$ cat config.mk
export PLATFORM = sky130hd
export DESIGN_NAME = rs232_cmd_ctrl
export DESIGN_NICKNAME = d
export VERILOG_FILES = /design/src/rtl/rs232_pkg.sv /design/src/rtl/rs232_rx_capture.sv /design/src/rtl/rs232_cmd_ctrl.sv
export SDC_FILE = /design/constraint.sdc
export NUM_CORES = 1
export LEC_CHECK = 0
export CAP_MARGIN = 15
export CELL_PAD_IN_SITES_DETAIL_PLACEMENT = 0
export CELL_PAD_IN_SITES_GLOBAL_PLACEMENT = 1
export CORE_MARGIN = 10
export CORE_UTILIZATION = 43
export CTS_BUF_LIST = sky130_fd_sc_hd__clkbuf_8
export DETAILED_ROUTE_END_ITERATION = 8
export PLACE_DENSITY_LB_ADDON = 0.1
export REMOVE_ABC_BUFFERS = 1
export SLEW_MARGIN = 20
export SYNTH_ARGS = -nofsm -noshare
export SYNTH_HDL_FRONTEND = slang
export SYNTH_SLANG_ARGS = --single-unit
$ cat constraint.sdc
create_clock -name clk -period 3.01 [get_ports clk]
set_clock_uncertainty 0.1 [all_clocks]
set_input_delay 0.602 -clock clk [delete_from_list [all_inputs] [get_ports clk]]
set_output_delay 0.602 -clock clk [all_outputs]
set_load 0.01 [all_outputs]
$ cat src/rtl/rs232_pkg.sv
// Shared constants and parser state encoding for the RS-232 command controller.
package rs232_pkg;

    localparam logic [7:0] SYNC_BYTE = 8'hA5;
    localparam logic [7:0] OP_WR     = 8'h01;
    localparam logic [7:0] OP_RD     = 8'h02;
    localparam logic [7:0] RSP_ACK   = 8'h06;
    localparam logic [7:0] RSP_NAK   = 8'h15;

    typedef enum logic [2:0] {
        S_IDLE,
        S_OPC,
        S_ADDR,
        S_DATA,
        S_CSUM,
        S_EXEC,
        S_RDLAT,
        S_RESP
    } state_t;

endpackage

$ cat src/rtl/rs232_rx_capture.sv
// Byte-capture handshake toward the deserializer: one capture per rx_req
// assertion, re-armed only after rx_req has been seen low.
module rs232_rx_capture (
    input  logic clk,
    input  logic rst,
    input  logic rx_req,
    input  logic cap_en,
    output logic cap,
    output logic rx_ack
);

    logic armed;

    // The parser consumes rx_data directly in the capture cycle.
    assign cap = rx_req && armed && cap_en;

    // Armed flag and the registered one-cycle acknowledge.
    always_ff @(posedge clk) begin
        if (rst) begin
            armed  <= 1'b1;
            rx_ack <= 1'b0;
        end else begin
            rx_ack <= cap;
            if (!rx_req)
                armed <= 1'b1;
            else if (cap)
                armed <= 1'b0;
        end
    end

endmodule

$ cat src/rtl/rs232_cmd_ctrl.sv
// Packet parser, register-bus sequencer and response driver sitting between
// the byte deserializer and the byte serializer.
module rs232_cmd_ctrl
    import rs232_pkg::*;
#(
    parameter int TIMEOUT_CYCLES = 1_000_000,
    parameter int ADDR_W         = 8
) (
    input  logic              clk,
    input  logic              rst,
    input  logic [7:0]        rx_data,
    input  logic              rx_req,
    output logic              rx_ack,
    output logic [7:0]        tx_data,
    output logic              tx_req,
    input  logic              tx_ack,
    output logic [ADDR_W-1:0] reg_addr,
    output logic [7:0]        reg_wdata,
    output logic              reg_wr,
    output logic              reg_rd,
    input  logic [7:0]        reg_rdata,
    output logic [7:0]        err_count,
    output logic              busy
);

    localparam int TW = $clog2(TIMEOUT_CYCLES + 1);

    state_t        state, state_d;
    logic          cap, cap_en, parsing, timeout;
    logic          opc_ok, csum_ok, nak;
    logic [7:0]    opc_q, addr_q, data_q;
    logic [TW-1:0] to_cnt;

    // No capture while executing or responding: the deserializer holds its byte.
    assign cap_en  = (state == S_IDLE) || parsing;
    assign parsing = (state == S_OPC) || (state == S_ADDR) ||
                     (state == S_DATA) || (state == S_CSUM);
    // A byte arriving in the expiry cycle wins over the timeout.
    assign timeout = parsing && !cap && (to_cnt == TW'(TIMEOUT_CYCLES - 1));
    assign opc_ok  = (opc_q == OP_WR) || (opc_q == OP_RD);
    assign csum_ok = rx_data == (opc_q ^ addr_q ^ ((opc_q == OP_WR) ? data_q : 8'h00));
    // In EXEC, absence of both strobes means the packet was rejected.
    assign nak     = (state == S_EXEC) && !reg_wr && !reg_rd;
    assign busy    = (state != S_IDLE);

    rs232_rx_capture u_cap (
        .clk    (clk),
        .rst    (rst),
        .rx_req (rx_req),
        .cap_en (cap_en),
        .cap    (cap),
        .rx_ack (rx_ack)
    );

    // State register.
    always_ff @(posedge clk) begin
        if (rst) state <= S_IDLE;
        else     state <= state_d;
    end

    // Next-state: walk the packet fields, then execute and respond.
    always_comb begin
        state_d = state;
        case (state)
            S_IDLE:  if (cap && rx_data == SYNC_BYTE) state_d = S_OPC;
            S_OPC:   if (cap) state_d = S_ADDR;
            S_ADDR:  if (cap) state_d = (opc_q == OP_WR) ? S_DATA : S_CSUM;
            S_DATA:  if (cap) state_d = S_CSUM;
            S_CSUM:  if (cap) state_d = S_EXEC;
            S_EXEC:  state_d = reg_rd ? S_RDLAT : S_RESP;
            S_RDLAT: state_d = S_RESP;
            S_RESP:  if (tx_ack) state_d = S_IDLE;
            default: state_d = S_IDLE;
        endcase
        if (timeout) state_d = S_IDLE;
    end

    // Inter-byte timeout counter, live only while inside a packet.
    always_ff @(posedge clk) begin
        if (rst || !parsing || cap || timeout) to_cnt <= '0;
        else                                   to_cnt <= to_cnt + 1'b1;
    end

    // Packet field latches.
    always_ff @(posedge clk) begin
        if (rst) begin
            opc_q  <= 8'h00;
            addr_q <= 8'h00;
            data_q <= 8'h00;
        end else if (cap) begin
            if (state == S_OPC)  opc_q  <= rx_data;
            if (state == S_ADDR) addr_q <= rx_data;
            if (state == S_DATA) data_q <= rx_data;
        end
    end

    // Register bus: address/data and strobes launched as the checksum lands.
    always_ff @(posedge clk) begin
        if (rst) begin
            reg_addr  <= '0;
            reg_wdata <= 8'h00;
            reg_wr    <= 1'b0;
            reg_rd    <= 1'b0;
        end else begin
            reg_wr <= 1'b0;
            reg_rd <= 1'b0;
            if (state == S_CSUM && cap) begin
                reg_addr  <= ADDR_W'(addr_q);
                reg_wdata <= data_q;
                reg_wr    <= opc_ok && csum_ok && (opc_q == OP_WR);
                reg_rd    <= opc_ok && csum_ok && (opc_q == OP_RD);
            end
        end
    end

    // Response byte and request, held until the serializer takes it.
    always_ff @(posedge clk) begin
        if (rst) begin
            tx_req  <= 1'b0;
            tx_data <= 8'h00;
        end else begin
            case (state)
                S_EXEC: if (!reg_rd) begin
                    tx_req  <= 1'b1;
                    tx_data <= reg_wr ? RSP_ACK : RSP_NAK;
                end
                S_RDLAT: begin
                    tx_req  <= 1'b1;
                    tx_data <= reg_rdata;
                end
                S_RESP: if (tx_ack) tx_req <= 1'b0;
                default: ;
            endcase
        end
    end

    // Saturating error counter: rejected packets and aborted packets.
    always_ff @(posedge clk) begin
        if (rst)
            err_count <= 8'h00;
        else if ((nak || timeout) && err_count != 8'hFF)
            err_count <= err_count + 8'h01;
    end

endmodule

==> results.yml, run 1 <==
run_status:
  run_status: "complete, no violations"
global_route:
  grt_pass1_wl_mm: 14.8
  grt-ovfl-total: 0
  grt_pass1_vias: 2994
  grt_max_degree: 27
  grt_usage_pct: 13.7
  antenna_found_initial: 0
logic_synthesis:
  synth.area.top_cells: "dfxtp_1, mux2i_1, nor2_1"
  synth_area_per_cell_um2: 9.31
  synth_top_area_share_pct: 42.9
  syn-cell-area_um2: 3920
  yosysWarningCount: 0
  synth_edf_count: 0
  ys_async_sr_fraction_pct: 0
  syn_inst: 421
  synth-seq-cells: 84
  ys_seq_area_share_pct: 42.9
  yosysUniqueCellTypes: 55
  synth_largest_area_cell: "dfxtp_1"
  synth_ff_type: "dfxtp_1"
finish:
  ff_latch_area_um2: 1680
  final_nets: 499
  syn2layout_area_growth_pct: 21.7
  fill_cells: 833
  fin_cells: 590
  multi_input_area_um2: 2130
  layout-drive-gt1-share_pct: 7.26
  diodes: 0
die:
  core_um2: 8810
  ios: 57
  fp.dieW_um: 115
  die_h_um: 115
  dieArea_um2: 13300
  start_util_pct: 44.5
  rows: 34
setup_path:
  path_class: "reg -> reg"
  path_buf_inv: 0
  reg2regPathDepth: 6
  cp.depth: 6
  required_ns: 3.16
  startpoint_type: "flop"
  arrival_ns: 2.87
  cp_slowest_stage_delay_ns: 0.57
  crit_slowest_cell: "or4_1"
  end_kind: "flop"
  crit_family: "simple AND/OR/NAND/NOR gates"
  cp_cell_sequence: "ha_1, nand2_1, or4_1, or3_1, a21oi_1, mux2_1"
  crit_fanout: 9
drt:
  drtIter0Drc: 167
  wl_mm: 8.94
  wl_per_cell_um: 15.2
  drc: 0
  routed_via_density: 5.30
  firstDrtPassIters: 4
  vias: 3127
  antenna_left: 0
cts:
  cts_buffer_depth: 2
  cts_tree: "built"
  numCtsBuffers: 9
  clock-root-buffer: "clkbuf_8"
  cts-hold-fix-buffers: 0
  path_clk_slew_ns: 0.10
  clock-sinks: 84
  clk_latency_ns: 0.36
  post_cts_buffers: 0
  htreeDepth: 3
  cts_resized: 0
placed_design:
  hpwl_mm: 6.57
  portBuffers: 56
  gp_congestion: 0.806
  post-place-cells: 574
timing:
  rsz0062_at_grt: "no"
  holdWs_ns: 0.393
  tns_ns: 0
  maxSlewViolCount: 0
  timing.slew.headroom_pct: 48.6
  fin_crit_ns: 2.73
  tightest_slew_ns: 0.764
  hold_violations: 0
  setup_viol: 0
  max_freq_ghz: 0.367
  fin_crit_sh_pct: 90.6
power_and_ir_drop:
  p_leak_nw: 1.72
  fin_total_pwr_mw: 1.97
  peakVddDrop_mv: 0.235
  power_density_nw_per_um2: 413
hold_path:
  holdPathStages: 2
  hold_class: "reg -> reg"
flow_run:
  maxCapViolCount: 0
worst register-to-register path: stages (launching register included):
cell	delay [ns]
dfxtp_1	0.42
ha_1	0.29
nand2_1	0.12
or4_1	0.57
or3_1	0.54
a21oi_1	0.24
mux2_1	0.34
per-layer routing:
| metal | track usage (%) | up-vias | part of all wire, % |
|---|---|---|---|
| met5 | 0 | - | 0 |
| met4 | 3.89 | 0 | 0.68 |
| met2 | 21.4 | 69 | 44 |
| met1 | 17.7 | 1468 | 49 |
| li1 | - | 1584 | - |
| met3 | 4.44 | 6 | 6.2 |
layout make-up:
class,count,area share (%)
multi-input cells,313,44.7
flip-flops and latches,84,35.2
clock buffers,9,2.60
well taps,108,2.83
inverters,4,0.315
clock inverters,7,1.31
repair buffers,65,13.1
report_power, final:
group | switching, mW | internal (mW)
Clock | 0.455 | 0.320
Sequential | 0.00126 | 1.11
Combinational | 0.0418 | 0.0423
stage by stage:
| stage | instance area (µm²) | setup slack, ns | util [%] |
|---|---|---|---|
| after floorplan | 3830 | 0.268 | - |
| after global placement | 4590 | 0.289 | 52.1 |
| after detailed placement | 4590 | 0.210 | 52.1 |
| after CTS | 4770 | 0.281 | 54.2 |
| after global routing | 4770 | 0.164 | 54.2 |
| final | 4770 | 0.283 | 54.2 |
kinds of logic (layout without fill, tap and decap cells):
logic type	after synthesis	after routing	share of synthesized area, %
flops	84	84	42.9
xor+xnor	35	35	9.22
fa+ha+maj	2	2	0.638
mux	48	48	12.4
compound gates	38	38	7.44
buf+inv	24	85	2.74
simple gates	190	190	24.6
sequential cells by signal, indices dropped and copies added, names as in the netlist:
signal / count
to_cnt: 20
reg_addr: 8
reg_wr: 1
u_cap.rx_ack: 1
tx_req: 1
err_count: 8
addr_q: 8
u_cap.armed: 1
tx_data: 8
state: 3
reg_wdata: 8
data_q: 8
opc_q: 8
reg_rd: 1
cells in the mapped netlist (2+ instances only):
| master | n |
|---|---|
| nand3b_1 | 4 |
| o21a_1 | 2 |
| nor4_1 | 6 |
| nor3_1 | 10 |
| a211oi_1 | 4 |
| buf_6 | 2 |
| o211ai_1 | 2 |
| a22oi_1 | 4 |
| xor2_1 | 11 |
| inv_1 | 4 |
| and4_1 | 3 |
| nor3_2 | 2 |
| xnor3_1 | 4 |
| and3_1 | 6 |
| dfxtp_1 | 84 |
| ha_1 | 2 |
| or3_1 | 4 |
| mux2i_1 | 42 |
| clkbuf_1 | 13 |
| nand3_1 | 14 |
| nor2_1 | 83 |
| buf_1 | 3 |
| xnor2_1 | 20 |
| o21bai_1 | 2 |
| nor2b_1 | 9 |
| nand2b_1 | 7 |
| o21ai_0 | 4 |
| a21oi_1 | 9 |
| and2_1 | 3 |
| a31oi_1 | 2 |
| nand4_1 | 8 |
| mux2_1 | 6 |
| or4_1 | 4 |
| nand2_1 | 17 |
layout by cell type, fill, tap and decap left out, types with 5 or more instances in the layout:
cell type | Yosys | layout
xnor2_1 | 20 | 20
mux2i_1 | 42 | 42
and3_1 | 6 | 6
nor2b_1 | 9 | 9
nand4_1 | 8 | 8
nor2_1 | 83 | 83
inv_6 | 0 | 5
nor3_1 | 10 | 10
buf_4 | 0 | 9
clkdlybuf4s50_1 | 0 | 55
nand2_1 | 17 | 17
nand2b_1 | 7 | 7
a21oi_1 | 9 | 9
dfxtp_1 | 84 | 84
xor2_1 | 11 | 11
mux2_1 | 6 | 6
nand3_1 | 14 | 14
nor4_1 | 6 | 6
clkbuf_8 | 0 | 9
path summary, 6_finish.rpt:
kind	from	end	slack, ns
min	u_cap.armed	u_cap.armed	0.39
max reg2reg	to_cnt[0]	err_count[2]	0.28
max	to_cnt[0]	err_count[2]	0.28
min reg2reg	u_cap.armed	u_cap.armed	0.39
No activity file was read; power rests on OpenSTA's default activity.
==> inputs of run 2 (changes only) <==
Settings changed: ABC_CLOCK_PERIOD_IN_PS set to 3010, MAX_ROUTING_LAYER set to met4.
==> results.yml, run 2 (synthesis gave the netlist of run 1 again) <==
run_status:
  run_status: "complete, no violations"
finish:
  diodes: 0
  top_register: "to_cnt"
  final_area_um2: 4770
  final_common_cell: "dfxtp_1"
  largest_register_ffs: 20
  layout-drive-gt1-share_pct: 7.26
  final_nets: 499
  syn2layout_area_growth_pct: 21.7
  layout_common_cells: "dfxtp_1, nor2_1, clkdlybuf4s50_1, mux2i_1, xnor2_1"
die:
  dieArea_um2: 13300
  rows: 34
  start_util_pct: 44.5
  ios: 57
  fp.dieW_um: 115
  die_h_um: 115
  core_um2: 8810
drt:
  vias: 3141
  drtIter0Drc: 166
  firstDrtPassIters: 4
  wl_per_cell_um: 15.2
  antenna_left: 0
  drc: 0
  routed_via_density: 5.32
  wl_mm: 8.97
power_and_ir_drop:
  p_leak_nw: 1.72
  clkPwrFrac_pct: 39.3
  seqPwrFrac_pct: 56.4
  power_density_nw_per_um2: 414
  sw_frac_of_total_pct: 25.3
  pwr-share-comb_pct: 4.3
  peakVddDrop_mv: 0.234
  p_sw_mw: 0.500
  intPower_mw: 1.47
cts:
  clock-root-buffer: "clkbuf_8"
  clock-sinks: 84
  path_clk_slew_ns: 0.10
  numCtsBuffers: 9
  clk_latency_ns: 0.36
  cts_tree: "built"
  post_cts_buffers: 0
  cts_buffer_depth: 2
  cts_resized: 0
  cts-hold-fix-buffers: 0
  htreeDepth: 3
setup_path:
  end_kind: "flop"
  path_class: "reg -> reg"
  crit_fanout: 9
  arrival_ns: 2.88
  startpoint_type: "flop"
  required_ns: 3.16
timing:
  hold_violations: 0
  setup_viol: 0
  tns_ns: 0
  fin_crit_ns: 2.73
  tightest_slew_ns: 0.774
  timing.slew.headroom_pct: 48.0
  max_freq_ghz: 0.367
  fin_crit_sh_pct: 90.6
  maxSlewViolCount: 0
  rsz0062_at_grt: "no"
placed_design:
  gp_congestion: 0.818
  hpwl_mm: 6.57
  portBuffers: 56
  placed_area_um2: 4590
global_route:
  grt-ovfl-total: 0
  antenna_found_initial: 0
  grt_pass1_vias: 2996
  grt_usage_pct: 14.1
  grt_pass1_wl_mm: 14.8
  grt_max_degree: 27
flow_run:
  maxCapViolCount: 0
hold_path:
  hold_class: "reg -> reg"
-- run 2: cell counts in the layout (fill, tap and decap cells not counted) --
Identical to the previous run, type by type.
-- run 2: path summary, 6_finish.rpt --
kind | end | cells past startpoint | slack [ns] | from
max | err_count[2] | 6 | 0.28 | to_cnt[0]
max reg2reg | err_count[2] | 6 | 0.28 | to_cnt[0]
min | u_cap.armed | 2 | 0.39 | u_cap.armed
min reg2reg | u_cap.armed | 2 | 0.39 | u_cap.armed
-- run 2: final cells by class --
type / count / area, µm²
timing repair buffer: 65 / 623
tap: 108 / 135
multi-input combinational: 313 / 2130
clock inverter: 7 / 62.6
fill: 833 / 4030
inverter: 4 / 15.0
clock buffer: 9 / 124
sequential: 84 / 1680
-- run 2: metal layers --
metal | share of wire, % | GRT usage, % | up-vias
met1 | 50 | 18.0 | 1471
met5 | 0 | - | -
li1 | - | - | 1587
met2 | 44 | 21.5 | 74
met4 | 0.91 | 3.63 | 0
met3 | 5.6 | 4.08 | 9
-- run 2: stage by stage --
stage | setup WS (ns) | hold slack, ns | cells | utilization [%] | power, mW
after floorplan | 0.268 | 0.350 | 401 | - | 1.17
after global placement | 0.289 | 0.371 | 574 | 52.1 | 1.22
after detailed placement | 0.210 | 0.378 | 574 | 52.1 | 1.22
after CTS | 0.281 | 0.393 | 590 | 54.2 | 2.01
after global routing | 0.164 | 0.423 | 590 | 54.2 | 2.05
final | 0.283 | 0.393 | 590 | 54.2 | 1.97
-- run 2: worst max-delay path, stage by stage (launching register included) --
cell	delay, ns
dfxtp_1	0.42
ha_1	0.29
nand2_1	0.12
or4_1	0.57
or3_1	0.54
a21oi_1	0.24
mux2_1	0.34
-- run 2: power by group through the flow --
stage / sequential, mW / clock [mW] / combinational, mW
after global routing: 1.11 / 0.845 / 0.0916
final: 1.11 / 0.777 / 0.0842
after floorplan: 1.14 / 0 / 0.0272
after CTS: 1.11 / 0.811 / 0.0844
after detailed placement: 1.14 / 0 / 0.0837
after global placement: 1.14 / 0 / 0.0831
==> inputs of run 3 (changes only) <==
Settings changed: CTS_CLUSTER_SIZE set to 20.
==> results of run 3 <==
Same layout as run 2: the final DEF is identical, and so are final timing and power.
